File: config.mk
export PLATFORM = sky130hd
export DESIGN_NAME = codificador_segmentos
export DESIGN_NICKNAME = d
export VERILOG_FILES = /design/src/rtl/segmentos_pkg.sv /design/src/rtl/tabela_reversa_segmentos.sv /design/src/rtl/codificador_segmentos.sv
export SDC_FILE = /design/constraint.sdc
export NUM_CORES = 1
export LEC_CHECK = 0
export BUFFER_PORTS_ARGS = -buffer_cell sky130_fd_sc_hd__buf_2
export CAP_MARGIN = 5
export CORE_MARGIN = 4
export CORE_UTILIZATION = 35
export CTS_CLUSTER_DIAMETER = 100
export DETAILED_ROUTE_END_ITERATION = 10
export PLACE_DENSITY = 0.53
export REMOVE_ABC_BUFFERS = 1
export SYNTH_ARGS = -nofsm -noshare
export SYNTH_HDL_FRONTEND = slang
export SYNTH_HIERARCHICAL = 1
export SYNTH_SLANG_ARGS = --single-unit
File: constraint.sdc
create_clock -name clk -period 10 [get_ports clk]
set_input_delay 0.5 -clock clk [delete_from_list [all_inputs] [get_ports clk]]
set_output_delay 0.5 -clock clk [all_outputs]
set_load 0.01 [all_outputs]
File: src/rtl/segmentos_pkg.sv
// Shared definitions for the 7-segment decoder/encoder pair: FSM states,
// special codes and the 20-entry code -> segment table (bit 0 = segment a).
package segmentos_pkg;

    typedef enum logic [1:0] {
        OCIOSO   = 2'd0,
        CONSULTA = 2'd1,
        ENTREGA  = 2'd2
    } estado_t;

    localparam logic [0:4] COD_INVALIDO = 5'b11111;
    localparam logic [0:4] COD_APAGADO  = 5'b10100;
    localparam int         N_TABELA     = 20;

    // Index is the 5-bit code; codes 20..31 drive a blank display.
    localparam logic [0:6] TABELA_SEG [N_TABELA] = '{
        7'b1011011, 7'b1111011, 7'b1010100, 7'b1001110, 7'b0101010,
        7'b1111111, 7'b1101101, 7'b0011111, 7'b1000111, 7'b1100111,
        7'b1011011, 7'b0110111, 7'b0110111, 7'b1111011, 7'b1011111,
        7'b0011100, 7'b0010101, 7'b1110011, 7'b1110000, 7'b1111110
    };

    function automatic logic [0:6] decodifica(input logic [0:4] cod);
        logic [0:6] seg;
        if (cod < 5'd20) begin
            seg = TABELA_SEG[cod];
        end else begin
            seg = 7'b0000000;
        end
        return seg;
    endfunction

endpackage

File: src/rtl/tabela_reversa_segmentos.sv
// Combinational reverse lookup: segment pattern -> lowest matching code,
// with flags for patterns shared by several codes or absent from the table.
module tabela_reversa_segmentos
    import segmentos_pkg::*;
(
    input  logic [0:6] seg_in,
    output logic [0:4] codigo,
    output logic       invalido,
    output logic       ambiguo
);

    logic [1:0] acertos_s;
    logic [0:4] primeiro_s;

    // Scan the table in ascending code order; the first hit is the lowest alias.
    always_comb begin
        acertos_s  = 2'd0;
        primeiro_s = COD_INVALIDO;
        for (int i = 0; i < N_TABELA; i++) begin
            if (TABELA_SEG[i] == seg_in) begin
                if (acertos_s == 2'd0) begin
                    primeiro_s = 5'(i);
                end else begin
                    primeiro_s = primeiro_s;
                end
                acertos_s = acertos_s + 2'd1;
            end else begin
                acertos_s = acertos_s;
            end
        end
    end

    // Blank is shared by every unused code, so it reports the lowest unused one.
    always_comb begin
        codigo   = COD_INVALIDO;
        invalido = 1'b0;
        ambiguo  = 1'b0;
        if (acertos_s != 2'd0) begin
            codigo  = primeiro_s;
            ambiguo = (acertos_s > 2'd1);
        end else if (seg_in == 7'b0000000) begin
            codigo  = COD_APAGADO;
            ambiguo = 1'b1;
        end else begin
            codigo   = COD_INVALIDO;
            invalido = 1'b1;
        end
    end

endmodule

File: src/rtl/codificador_segmentos.sv
// 7-segment pattern encoder: capture, registered table lookup, then hold the
// result under ready/valid backpressure; counts invalid patterns (saturating).
module codificador_segmentos
    import segmentos_pkg::*;
#(
    parameter int CONT_W = 8
) (
    input  logic              clk,
    input  logic              rst_n,
    input  logic [0:6]        seg_in,
    input  logic              in_valid,
    output logic              in_ready,
    output logic [0:4]        codigo,
    output logic              invalido,
    output logic              ambiguo,
    output logic              out_valid,
    input  logic              out_ready,
    output logic [CONT_W-1:0] cont_invalidos
);

    estado_t           state_q, state_d;
    logic [0:6]        seg_q, seg_d;
    logic [0:4]        codigo_q, codigo_d;
    logic              invalido_q, invalido_d;
    logic              ambiguo_q, ambiguo_d;
    logic              in_ready_q, in_ready_d;
    logic              out_valid_q, out_valid_d;
    logic [CONT_W-1:0] cont_q, cont_d;

    logic [0:4]        tab_codigo_s;
    logic              tab_invalido_s;
    logic              tab_ambiguo_s;

    tabela_reversa_segmentos u_tabela (
        .seg_in   (seg_q),
        .codigo   (tab_codigo_s),
        .invalido (tab_invalido_s),
        .ambiguo  (tab_ambiguo_s)
    );

    // Next-state and next-output logic; handshake flags are precomputed so they come straight from flops.
    always_comb begin
        state_d     = state_q;
        seg_d       = seg_q;
        codigo_d    = codigo_q;
        invalido_d  = invalido_q;
        ambiguo_d   = ambiguo_q;
        in_ready_d  = in_ready_q;
        out_valid_d = out_valid_q;
        cont_d      = cont_q;
        case (state_q)
            OCIOSO: begin
                if (in_valid && in_ready_q) begin
                    seg_d      = seg_in;
                    state_d    = CONSULTA;
                    in_ready_d = 1'b0;
                end else begin
                    state_d = OCIOSO;
                end
            end
            CONSULTA: begin
                codigo_d    = tab_codigo_s;
                invalido_d  = tab_invalido_s;
                ambiguo_d   = tab_ambiguo_s;
                state_d     = ENTREGA;
                out_valid_d = 1'b1;
                if (tab_invalido_s && (cont_q != {CONT_W{1'b1}})) begin
                    cont_d = cont_q + CONT_W'(1);
                end else begin
                    cont_d = cont_q;
                end
            end
            ENTREGA: begin
                if (out_ready) begin
                    state_d     = OCIOSO;
                    out_valid_d = 1'b0;
                    in_ready_d  = 1'b1;
                end else begin
                    state_d = ENTREGA;
                end
            end
            default: begin
                state_d     = OCIOSO;
                in_ready_d  = 1'b1;
                out_valid_d = 1'b0;
            end
        endcase
    end

    // State and output registers; reset wins over any handshake in the same cycle.
    always_ff @(posedge clk) begin
        if (!rst_n) begin
            state_q     <= OCIOSO;
            seg_q       <= 7'b0000000;
            codigo_q    <= 5'b00000;
            invalido_q  <= 1'b0;
            ambiguo_q   <= 1'b0;
            in_ready_q  <= 1'b1;
            out_valid_q <= 1'b0;
            cont_q      <= {CONT_W{1'b0}};
        end else begin
            state_q     <= state_d;
            seg_q       <= seg_d;
            codigo_q    <= codigo_d;
            invalido_q  <= invalido_d;
            ambiguo_q   <= ambiguo_d;
            in_ready_q  <= in_ready_d;
            out_valid_q <= out_valid_d;
            cont_q      <= cont_d;
        end
    end

    assign in_ready       = in_ready_q;
    assign out_valid      = out_valid_q;
    assign codigo         = codigo_q;
    assign invalido       = invalido_q;
    assign ambiguo        = ambiguo_q;
    assign cont_invalidos = cont_q;

endmodule

* After elaboration in Yosys (flattened, before gate mapping)
Index checks and enable logic that the tools add are counted.
Widths: inputs -> output; s select.
** Operators by class
- $add $sub $neg :: 20
- Order comparisons :: 1
- Equal/unequal tests :: 22
- Mux-type cells :: 73
- Bitwise operators :: 2
- Reductions and logical operators :: 28
** Operator list (number)
- $mux 5 :: 40
- $eq 7x7->1 const A :: 12
- $logic_not 2->1 :: 20
- $mux 2 :: 20
- $add 2x1->2 const B :: 18
- $eq 5x7->1 const A :: 3
- $eq 6x7->1 const A :: 2
- $mux 1 :: 9
- $add 8x1->8 const B :: 1
- $ne 8x8->1 const B :: 1
- $logic_not 7->1 :: 1
- $pmux 1 s3 :: 2
- $pmux 2 s3 :: 1
- $reduce_and 2->1 :: 3
- $mux 4 :: 1
- $ne 2x2->1 const B :: 2
- $reduce_and 3->1 :: 1
- $add 1x1->2 const B :: 1
- $eq 2x1->1 const B :: 1
- $eq 2x2->1 const B :: 1
- $gt 2x1->1 const B :: 1
- $logic_and 1x1->1 :: 2
- $not 1->1 :: 2
- $reduce_bool 2->1 :: 1
** Word-level totals
- Bits in registers :: 26
- Input port bits :: 11
- Output and inout bits :: 17
- Word-level logic and storage cells :: 154

* Logic depth before layout (Yosys ltp)
Gate-level depths: netlist of the first run.
- Word-level depth :: 44
- Gate-level depth with buffers :: 54
- Gate-level depth less buffers :: 51

* Modules after synthesis
Netlist of the first run, hierarchy kept.
** Modules (own cells, without submodules)
- tabela_reversa_segmentos :: instances 1, cells an instance 295, area an instance 2074.5 sq um, sequential area each 0.0 sq um
- codificador_segmentos :: instances 1, cells an instance 113, area an instance 1029.7 sq um, sequential area each 520.5 sq um

* Worst setup path after synthesis of the first run
Ideal clock, no wire load.
- Path kind :: flip-flop to flip-flop
- Start :: register seg_q[0] (netlist bit)
- End :: register cont_q[7] (netlist: cont_invalidos[7])
- Library setup time :: 132 ps
- Data arrival time :: 9555 ps
- Required time :: 9868 ps
- Path slack :: 312 ps
- Stages on the path, launching flop included :: 54
- Path buffers :: 3
- Clock period less this slack :: 9688 ps
- Cell sequence :: dfxtp_1 -> clkbuf_1 -> nor2b_1 -> and4b_1 -> clkbuf_1 -> inv_1 -> ha_1 -> buf_1 -> inv_2 -> xnor2_1 -> inv_1 -> ha_1 -> nor3_2 -> a21oi_1 -> o31ai_1 -> xor2_1 -> a21oi_1 -> ha_1 -> [18 not listed] -> o22a_1 -> o21ai_0 -> xnor2_1 -> nor2_1 -> a21oi_1 -> ha_1 -> nand2_1 -> o221a_2 -> ha_1 -> nor2_1 -> o21ai_1 -> nand2_1 -> a41oi_2 -> nor2_1 -> nand3b_4 -> nor4b_4 -> a31o_2 -> a21oi_1
** On the way
- Cells in the longest elaborated chain, start to end :: 44
- Elaborated cells between the ends (all ways) :: 62
- Those cells by class :: 19 x add/sub; 17 x eq/ne; 22 x mux; 4 x reduce/logical
** Ends and longest elaborated chain
- start: declaration :: line codificador_segmentos.sv:22 : logic [0:6] seg_q, seg_d;
- start signal: assignment :: line codificador_segmentos.sv:103 : seg_q <= seg_d;
- $eq 7x7->1 :: line tabela_reversa_segmentos.sv:20 : if (TABELA_SEG[i] == seg_in) begin
- $mux 1 :: line tabela_reversa_segmentos.sv:20
- $add 1x1->2 :: line tabela_reversa_segmentos.sv:26 : acertos_s = acertos_s + 2'd1;
- $mux 2 :: line tabela_reversa_segmentos.sv:20
- $add 2x1->2 :: line tabela_reversa_segmentos.sv:26
- $mux 2 :: line tabela_reversa_segmentos.sv:20
- $add 2x1->2 :: line tabela_reversa_segmentos.sv:26
- $mux 2 :: line tabela_reversa_segmentos.sv:20
- [29 not listed]
- $mux 2 :: line tabela_reversa_segmentos.sv:20
- $add 2x1->2 :: line tabela_reversa_segmentos.sv:26
- $mux 2 :: line tabela_reversa_segmentos.sv:20
- $reduce_bool 2->1 :: line tabela_reversa_segmentos.sv:38 : if (acertos_s != 2'd0) begin
- $mux 1 (*) :: line tabela_reversa_segmentos.sv:38
- net tab_invalido_s :: line codificador_segmentos.sv:31 : logic tab_invalido_s;
- $logic_and 1x1->1 (*) :: line codificador_segmentos.sv:67 : if (tab_invalido_s && (cont_q != {CONT_W{1'b1}})) begin
- $reduce_and 2->1 (no source line) (*)
- end signal: assignment :: line codificador_segmentos.sv:100 : cont_q <= {CONT_W{1'b0}};
- end signal: assignment :: line codificador_segmentos.sv:109 : cont_q <= cont_d;
- end: declaration :: line codificador_segmentos.sv:28 : logic [CONT_W-1:0] cont_q, cont_d;
Mark *: on every way through the listed nets, which the timed path passes. The rest lies on a longest branch.
A chain may end at the register's enable or synchronous reset.

* Worst setup path after layout of the first run
- Start :: register seg_q[5] (netlist bit)
- End :: register cont_q[7] (netlist: cont_invalidos[7])
The elaborated chain is that of the path after synthesis.

==> results of run 1 <==
-- power groups by stage --
| stage | Clock [W] | Sequential [W] | Combinational [W] |
|---|---|---|---|
| after floorplan | 0 | 0.000122 | 0.0000280 |
| after global placement | 0 | 0.000116 | 0.0000529 |
| after detailed placement | 0 | 0.000116 | 0.0000534 |
| after CTS | 0.0000902 | 0.000113 | 0.0000535 |
| after global routing | 0.0000932 | 0.000114 | 0.0000605 |
| final | 0.0000876 | 0.000113 | 0.0000539 |
-- per-stage QoR --
stage               instances  instance area [µm²]
floorplan                 386                 3000
global placement          537                 3390
detailed placement        537                 3390
CTS                       541                 3460
global route              549                 3580
finish                    549                 3580
-- sequential cells by signal (all words and copies together) (netlist names) --
register        flops
cont_invalidos      8
codigo              5
out_valid           1
in_ready            1
invalido            1
seg_q               7
ambiguo             1
state_q             2
-- worst paths after layout --
check                               start                 to  slack, ps  cells past startpoint
worst max-delay path             seg_q[5]  cont_invalidos[7]        610                     49
worst max register to register   seg_q[5]  cont_invalidos[7]        610                     49
worst min-delay path            seg_in[5]           seg_q[5]        450                      3
worst min register to register  codigo[3]          codigo[3]        460                      2
-- synthesized netlist by cell type (6+ instances only) --
cell type / count / area (µm²)
xnor2_1: 15 / 131
ha_1: 20 / 250
mux2i_1: 14 / 140
nor2_1: 39 / 146
dfxtp_1: 26 / 521
inv_1: 12 / 45.0
a21oi_1: 28 / 140
buf_2: 12 / 60.1
o21ai_0: 12 / 60.1
nand2_1: 52 / 195
and3_1: 12 / 75.1
nor2b_1: 6 / 37.5
nor3_1: 12 / 60.1
clkbuf_1: 8 / 30.0
nand4_1: 8 / 50.1
nand3_1: 20 / 100
or3_1: 6 / 37.5
-- worst max-delay path: cells and delay by family (launching register included) --
family / cells / cell delay (ps)
multiplexers: 2 / 390
adder cells (fa/ha/maj): 8 / 2320
buffers and inverters: 1 / 170
AO/OA/AOI/OAI: 17 / 2780
flip-flops: 1 / 380
AND/OR/NAND/NOR: 15 / 2040
XOR/XNOR: 6 / 1170
-- layout by cell type (no fill, tap or decap), types with 4 or more instances in the layout --
master | netlist | routed
and2_1 | 5 | 5
a21oi_1 | 28 | 26
a31oi_1 | 5 | 5
nand2_1 | 52 | 52
nor2b_1 | 6 | 6
o2111ai_1 | 4 | 4
dfxtp_1 | 26 | 24
buf_4 | 0 | 23
ha_1 | 20 | 19
and4_1 | 4 | 4
inv_1 | 12 | 11
or3_1 | 6 | 6
nor3_1 | 12 | 12
and3_1 | 12 | 10
xnor2_1 | 15 | 15
o21ai_0 | 12 | 12
mux2i_1 | 14 | 14
nand4_1 | 8 | 8
nand3_1 | 20 | 19
nor2_1 | 39 | 37
xor2_1 | 5 | 4
buf_2 | 12 | 27
-- what timing repair did --
item | CTS | global route
resized for setup | 0 | 20
endpoints found under the hold margin | 0 | 0
setup endpoints to repair | 0 | 14
buffers inserted | 0 | 8
-- cell families after synthesis --
| logic type | Yosys count | synth area share [%] |
|---|---|---|
| xor+xnor | 22 | 6.69 |
| flops | 26 | 16.8 |
| compound gates | 89 | 21.4 |
| buf+inv | 35 | 4.96 |
| mux | 19 | 6.41 |
| fa+ha+maj | 20 | 8.06 |
| simple gates | 197 | 35.7 |
-- routing by layer --
| layer | vias up | part of all wire [%] | GRT usage [%] |
|---|---|---|---|
| li1 | 1578 | - | - |
| met1 | 1456 | 49 | 23.5 |
| met2 | 71 | 47 | 27.6 |
| met3 | 2 | 3.7 | 1.64 |
| met4 | 0 | 0.31 | 1.82 |
| met5 | - | 0 | 0 |
-- area by class of cell --
cell class / count / share of cell area (%)
tap: 108 / 3.77
multi-input combinational: 347 / 69.3
sequential: 26 / 14.7
clock buffer: 3 / 1.15
inverter: 13 / 1.36
clock inverter: 1 / 0.838
timing repair buffer: 51 / 8.91
==> flow_summary.ini, run 1 <==
[yosys]
synth-edff-count = 0
synthCells = 408
yosysSeqAreaShare_pct = 16.8
yosysUniqueCellTypes = 79
synth_area_um2 = 3100
synth-seq-cells = 26
synth_flop_cell = dfxtp_1
ys_warn_count = 6
async_flop_share_pct = 0
avgSynthCellArea_um2 = 7.61

[timing]
slew_violations = 0
relSlewSlack_pct = 50.1
hold_slack_ps = 453
hold_violations = 0
skew_ps = 6.21
setup_tns_ps = 0
fin_crit_sh_pct = 93.9
fmax_ghz = 0.106
period_minus_slack_ps = 9390
worst_pin_slew_ps = 743
finalSetupViolations = 0
fin_ws_ps = 609

[global_route]
grtUsageTotal_pct = 16.4
grt_max_degree = 21
antenna_found_initial = 0
first_global_vias = 2837
grt_first_pass_wirelength_mm = 14.0
grt_overflow = 0

[cells_and_area]
postLayoutCoreUtil_pct = 41.3
drive_above_1_share_pct = 22.0
multiInputGateArea_um2 = 2480
num-nets-final = 473
fillers = 918
diodes = 0
area_growth_pct = 15.4
regArea_um2 = 526

[critical_path]
cp_slowest_cell = ha_1
cp_max_fo = 7
cp-end-kind = register
crit_arrival_ps = 9530
max_stage_delay_ps = 410
critPathKind = reg2reg
cpMostUsedCell = ha_1
required_ps = 10140
startpoint_type = register

[detailed_routing]
wirelength_mm = 8.51
vias_per_cell = 5.66
drc = 0
drt-initial-drc-count = 142
wire_per_inst_um = 15.5
ant_nets = 0
dr.pass1.iters = 5
vias = 3107

[clock_tree]
cts.sinks = 26
htree_num_levels = 1
cts_buffers = 3
cts.path.max_buffers = 2
cts-root-buf = clkbuf_8
postCtsHoldBufs = 0
tritoncts = done
clock_latency_ps = 280
clk_pin_slew_ps = 90

[die]
start_util_pct = 35.8
die_x_um = 102
dieArea_um2 = 10400
fp.coreArea_um2 = 8680
die_h_um = 102
rows = 34
io_pins = 28

[placement]
gp_congestion = 0.919
hpwl_mm = 6.86
pre_cts_ws_ps = 72.8
io_buffers = 27

[pwr]
clockPowerShare_pct = 34.4
cellInternalPower_w = 0.000185
pwr-share-comb_pct = 21.2
p_sw_w = 0.0000699
pwr-share-seq_pct = 44.5
power_w = 0.000255
leakage_nw = 1.45
irDropWorstVdd_uv = 78.5
swShare_pct = 27.4
p_per_area_nw_per_um2 = 71.2

[outcome]
status = finished clean

[run]
maxCapViolations = 0

[min_path]
hp-class = in2reg
Note: power is estimated with default switching activity, not from simulation.
==> inputs of run 2 (changes only) <==
--- a/config.mk
+++ b/config.mk
@@ -5,7 +5,7 @@
 export SDC_FILE = /design/constraint.sdc
 export NUM_CORES = 1
 export LEC_CHECK = 0
-export BUFFER_PORTS_ARGS = -buffer_cell sky130_fd_sc_hd__buf_2
+export BUFFER_PORTS_ARGS = -buffer_cell sky130_fd_sc_hd__clkbuf_2
 export CAP_MARGIN = 5
 export CORE_MARGIN = 4
 export CORE_UTILIZATION = 35
==> run 2 against run 1 <==
Against the previous run: sequential cell count unchanged; worst hold slack about the same; cell count unchanged; clock skew decreased by 0.96 ps; non-clock buffer count unchanged; clock power about the same; combinational power increased by 2%; wire length increased by 3.7%; total power increased by 0.32%; register-to-register slack improved by 20 ps; critical endpoint unchanged; critical path depth increased by 2.
==> flow_summary.ini, run 2 (same netlist as run 1, synthesis figures left out) <==
[critical_path]
cp_max_fo = 5
required_ps = 10140
reg2reg_depth = 51
max_stage_delay_ps = 400
cp-end-kind = register
cp_slowest_cell = o32ai_4
cp_num_cells = 51
cpMostUsedCell = ha_1
crit_arrival_ps = 9510
critPathKind = reg2reg
startpoint_type = register
crit_family = compound AO/OA/AOI/OAI gates
worstPathBufferInverterCount = 1

[global_route]
grt_max_degree = 21
grtUsageTotal_pct = 16.9
grt_overflow = 0
first_global_vias = 2886
antenna_found_initial = 0
grt_first_pass_wirelength_mm = 14.3

[placement]
dpl_cell_area_um2 = 3380
hpwl_mm = 6.98
io_buffers = 27
gp_congestion = 0.882
pre_cts_ws_ps = -42.6

[detailed_routing]
wire_per_inst_um = 16.1
vias = 3082
drt-initial-drc-count = 244
dr.pass1.iters = 6
wirelength_mm = 8.83
vias_per_cell = 5.61
ant_nets = 0
drc = 0

[clock_tree]
htree_num_levels = 1
tritoncts = done
cts_buffers = 3
clk_pin_slew_ps = 90
cts-root-buf = clkbuf_8
cts.path.max_buffers = 2
cts.sinks = 26
postCtsHoldBufs = 0
clock_latency_ps = 270

[cells_and_area]
final_cell_mix = nand2_1 (52), nor2_1 (37), a21oi_1 (27), clkbuf_2 (27), dfxtp_1 (24)
area_growth_pct = 15.5
num-nets-final = 473
fillers = 923
final_common_cell = nand2_1
largest_reg_flops = 8
drive_above_1_share_pct = 22.4
diodes = 0
fin_area_um2 = 3590

[die]
start_util_pct = 35.8
dieArea_um2 = 10400
io_pins = 28
rows = 34
die_x_um = 102
die_h_um = 102
fp.coreArea_um2 = 8680

[pwr]
irDropWorstVdd_uv = 54.3
leakage_nw = 1.44
power_w = 0.000256
p_per_area_nw_per_um2 = 71.3

[timing]
hold_violations = 0
slew_violations = 0
fin_ws_ps = 633
worst_pin_slew_ps = 711
fmax_ghz = 0.107
relSlewSlack_pct = 52.2
fin_crit_sh_pct = 93.7
period_minus_slack_ps = 9370
hold_slack_ps = 453
finalSetupViolations = 0
skew_ps = 5.25

[run]
maxCapViolations = 0

[min_path]
holdPathStages = 3
hp-class = in2reg

[outcome]
status = finished clean
## run 2: cell count changes in the layout (fill, tap and decap cells not counted), sizes merged
cell | previous run | this run
buf | 51 | 24
clkbuf | 3 | 30
## run 2: tightest hold or removal path: stages
cell,delay (ps)
clkbuf_2,70
mux2i_1,50
nor2_1,70
## run 2: worst paths after layout
kind              slack (ps)           endpoint      start
setup / recovery         630  cont_invalidos[7]   seg_q[2]
hold / removal           450           seg_q[5]  seg_in[5]
setup reg to reg         630  cont_invalidos[7]   seg_q[2]
hold reg to reg          460            ambiguo    ambiguo
## run 2: where the power goes
group          switching (W)  internal [W]  leakage, nW  total (W)
Combinational      0.0000325     0.0000224         1.19  0.0000549
Clock              0.0000337     0.0000536       0.0357  0.0000873
Sequential        0.00000434      0.000109        0.213   0.000114
Total              0.0000706      0.000185         1.44   0.000256
## run 2: final cells by class
class	instances	area, µm²	area share [%]
inverter	13	48.8	1.36
clock buffer	3	41.3	1.15
tap	108	135	3.77
clock inverter	1	30.0	0.837
timing repair buffer	51	319	8.90
sequential	26	523	14.6
multi-input combinational	347	2490	69.4
## run 2: routing by layer
layer	global-route usage [%]	wire length (µm)	vias to the layer above
li1	-	-	1565
met1	23.7	4300	1467
met2	28.9	4290	44
met3	1.71	185	6
met4	1.61	55	0
met5	0	0	-
## run 2: stage by stage
stage / TNS, ps / util [%] / cells
floorplan: 0 / - / 386
finish: 0 / 41.3 / 549
detailed placement: -42.6 / 39.0 / 536
CTS: 0 / 39.9 / 541
global route: -58.0 / 41.3 / 549
global placement: 0 / 39.0 / 536
## run 2: timing repair
item,in CTS,in global routing
pin swaps,0,14
buffers inserted,1,8
resized for setup,1,21
setup endpoints to repair,3,14
==> inputs of run 3 (changes only) <==
--- a/config.mk
+++ b/config.mk
@@ -5,13 +5,15 @@
 export SDC_FILE = /design/constraint.sdc
 export NUM_CORES = 1
 export LEC_CHECK = 0
-export BUFFER_PORTS_ARGS = -buffer_cell sky130_fd_sc_hd__clkbuf_2
 export CAP_MARGIN = 5
+export CELL_PAD_IN_SITES_DETAIL_PLACEMENT = 1
+export CELL_PAD_IN_SITES_GLOBAL_PLACEMENT = 2
 export CORE_MARGIN = 4
-export CORE_UTILIZATION = 35
+export CORE_UTILIZATION = 34
 export CTS_CLUSTER_DIAMETER = 100
 export DETAILED_ROUTE_END_ITERATION = 10
-export PLACE_DENSITY = 0.53
+export DONT_BUFFER_PORTS = 1
+export PLACE_DENSITY = 0.75
 export REMOVE_ABC_BUFFERS = 1
 export SYNTH_ARGS = -nofsm -noshare
 export SYNTH_HDL_FRONTEND = slang
==> run 3 against run 2 <==
Against the previous run: non-clock buffer count is 25 lower; combinational power is 10% lower; sequential cell count stayed put; worst setup slack worse by 41 ps; register-to-register slack worse by 40 ps; sequential power hardly changed; sequential share of layout area is 0.46 points higher; clock-buffer cell count stayed put; worst hold slack worse by 160 ps; first-iteration DRC count is 47% lower; via count is 0.32% lower.
==> flow_summary.ini, run 3 (same netlist as run 1, synthesis figures left out) <==
[critical_path]
crit_path_end = cont_invalidos[7]
crit-reg2reg-launch = seg_q[0]
startpoint_type = register
reg2reg_depth = 51
cp_slowest_cell = o32ai_4
cp_max_fo = 5
worstPathBufferInverterCount = 1
r2r_slack_ps = 590
cp_num_cells = 51
crit_family = compound AO/OA/AOI/OAI gates
crit_arrival_ps = 9540
critPathKind = reg2reg
cpMostUsedCell = ha_1
cp-end-kind = register
cp-startpoint = seg_q[0]
required_ps = 10140
r2r_end = cont_invalidos[7]
max_stage_delay_ps = 380

[clock_tree]
cts.sinks = 26
cts_buffers = 3
clock_latency_ps = 270
cts-root-buf = clkbuf_8
htree_num_levels = 1
tritoncts = done
clk_pin_slew_ps = 90
cts.path.max_buffers = 2

[pwr]
p_per_area_nw_per_um2 = 72.5
irDropWorstVdd_uv = 88.2
leakage_nw = 1.35

[timing]
slew_violations = 0
skew_ps = 2.87
finalSetupViolations = 0
fmax_ghz = 0.106
fin_ws_ps = 592
fin_crit_sh_pct = 94.1
setup_tns_ps = 0
hold_violations = 0
relSlewSlack_pct = 48.0
period_minus_slack_ps = 9410
worst_pin_slew_ps = 774

[detailed_routing]
vias = 3072
dr.pass1.iters = 4
wire_per_inst_um = 18.5
drc = 0
ant_nets = 0
vias_per_cell = 5.86
wirelength_mm = 9.68
drt-initial-drc-count = 130

[die]
die_h_um = 104
io_pins = 28
dieArea_um2 = 10700
start_util_pct = 35.3
rows = 34
die_x_um = 104
fp.coreArea_um2 = 8810

[global_route]
antenna_found_initial = 0
grtUsageTotal_pct = 17.2
grt_max_degree = 21
grt_first_pass_wirelength_mm = 15.7
grt_overflow = 0
first_global_vias = 3070

[outcome]
status = finished clean

[cells_and_area]
final_cell_mix = nand2_1 (52), nor2_1 (38), a21oi_1 (26)
fin_cells = 524
num-nets-final = 448
diodes = 0
fillers = 1092
final_common_cell = nand2_1
area_growth_pct = 12.0
drive_above_1_share_pct = 17.5
largest_reg_flops = 8

[placement]
hpwl_mm = 7.68
gp_congestion = 0.845
io_buffers = 0
pre_cts_ws_ps = -168
post-place-cells = 508

[min_path]
hp-class = in2reg
hp-start = rst_n

[run]
maxCapViolations = 0
==> run 3: cell types whose count changed in the layout (fill, tap and decap cells not counted), moves of 2 or more <==
| cell | previous run | this run |
|---|---|---|
| nor3_2 | 5 | 3 |
| ha_2 | 2 | 0 |
| clkbuf_2 | 27 | 0 |
| buf_4 | 23 | 25 |
| nor3_1 | 10 | 12 |
==> run 3: how the worst min path moves through the flow <==
stage,end,cells after the start
2_1_floorplan,ambiguo,2
3_3_place_gp,codigo[1],2
3_5_place_dp,codigo[1],2
4_1_cts,in_ready,1
5_1_grt,in_ready,1
6_report,in_ready,1
==> run 3: worst register-to-register path: cells and delay by family (launching register included) <==
family | cells | cell delay, ps
XOR/XNOR | 6 | 1040
adder cells (fa/ha/maj) | 8 | 2160
multiplexers | 2 | 400
buffers and inverters | 1 | 90
flip-flops | 1 | 360
AO/OA/AOI/OAI | 18 | 2660
AND/OR/NAND/NOR | 16 | 2560
==> run 3: timing repair <==
action	in CTS	in global routing
endpoints found under the setup margin	4	14
hold endpoints to repair	0	0
hold buffers	0	0
resized for setup	1	21
pin swaps	2	14
buffers inserted	2	10
==> run 3: final cells by class <==
cell class              instances  area (µm²)  share of cell area [%]
clock buffers                   3        41.3                    1.19
flip-flops and latches         26         523                    15.0
multi-input cells             347        2500                    71.9
repair buffers                 26         199                    5.72
inverters                      13        48.8                    1.40
clock inverters                 1        30.0                   0.864
well taps                     108         135                    3.89
==> run 3: where the power goes <==
| group | total [W] | internal (W) | switching (W) | leakage (nW) |
|---|---|---|---|---|
| Clock | 0.0000872 | 0.0000536 | 0.0000337 | 0.0357 |
| Sequential | 0.000116 | 0.000109 | 0.00000630 | 0.213 |
| Combinational | 0.0000492 | 0.0000191 | 0.0000301 | 1.10 |
==> run 3: metrics by stage <==
stage	cell area (µm²)	hold WS [ps]	power, W	util (%)
final	3480	298	0.000252	39.5
after global routing	3480	279	0.000266	39.5
after CTS	3330	290	0.000253	37.8
after detailed placement	3240	498	0.000165	36.8
after global placement	3240	497	0.000164	36.8
after floorplan	3000	481	0.000150	-
==> run 3: routing by layer <==
| metal | routed length, µm | global-route usage (%) | up-vias |
|---|---|---|---|
| li1 | - | - | 1515 |
| met1 | 4640 | 24.2 | 1504 |
| met2 | 4710 | 28.9 | 47 |
| met3 | 269 | 2.43 | 6 |
| met4 | 55 | 1.90 | 0 |
| met5 | 0 | 0 | - |
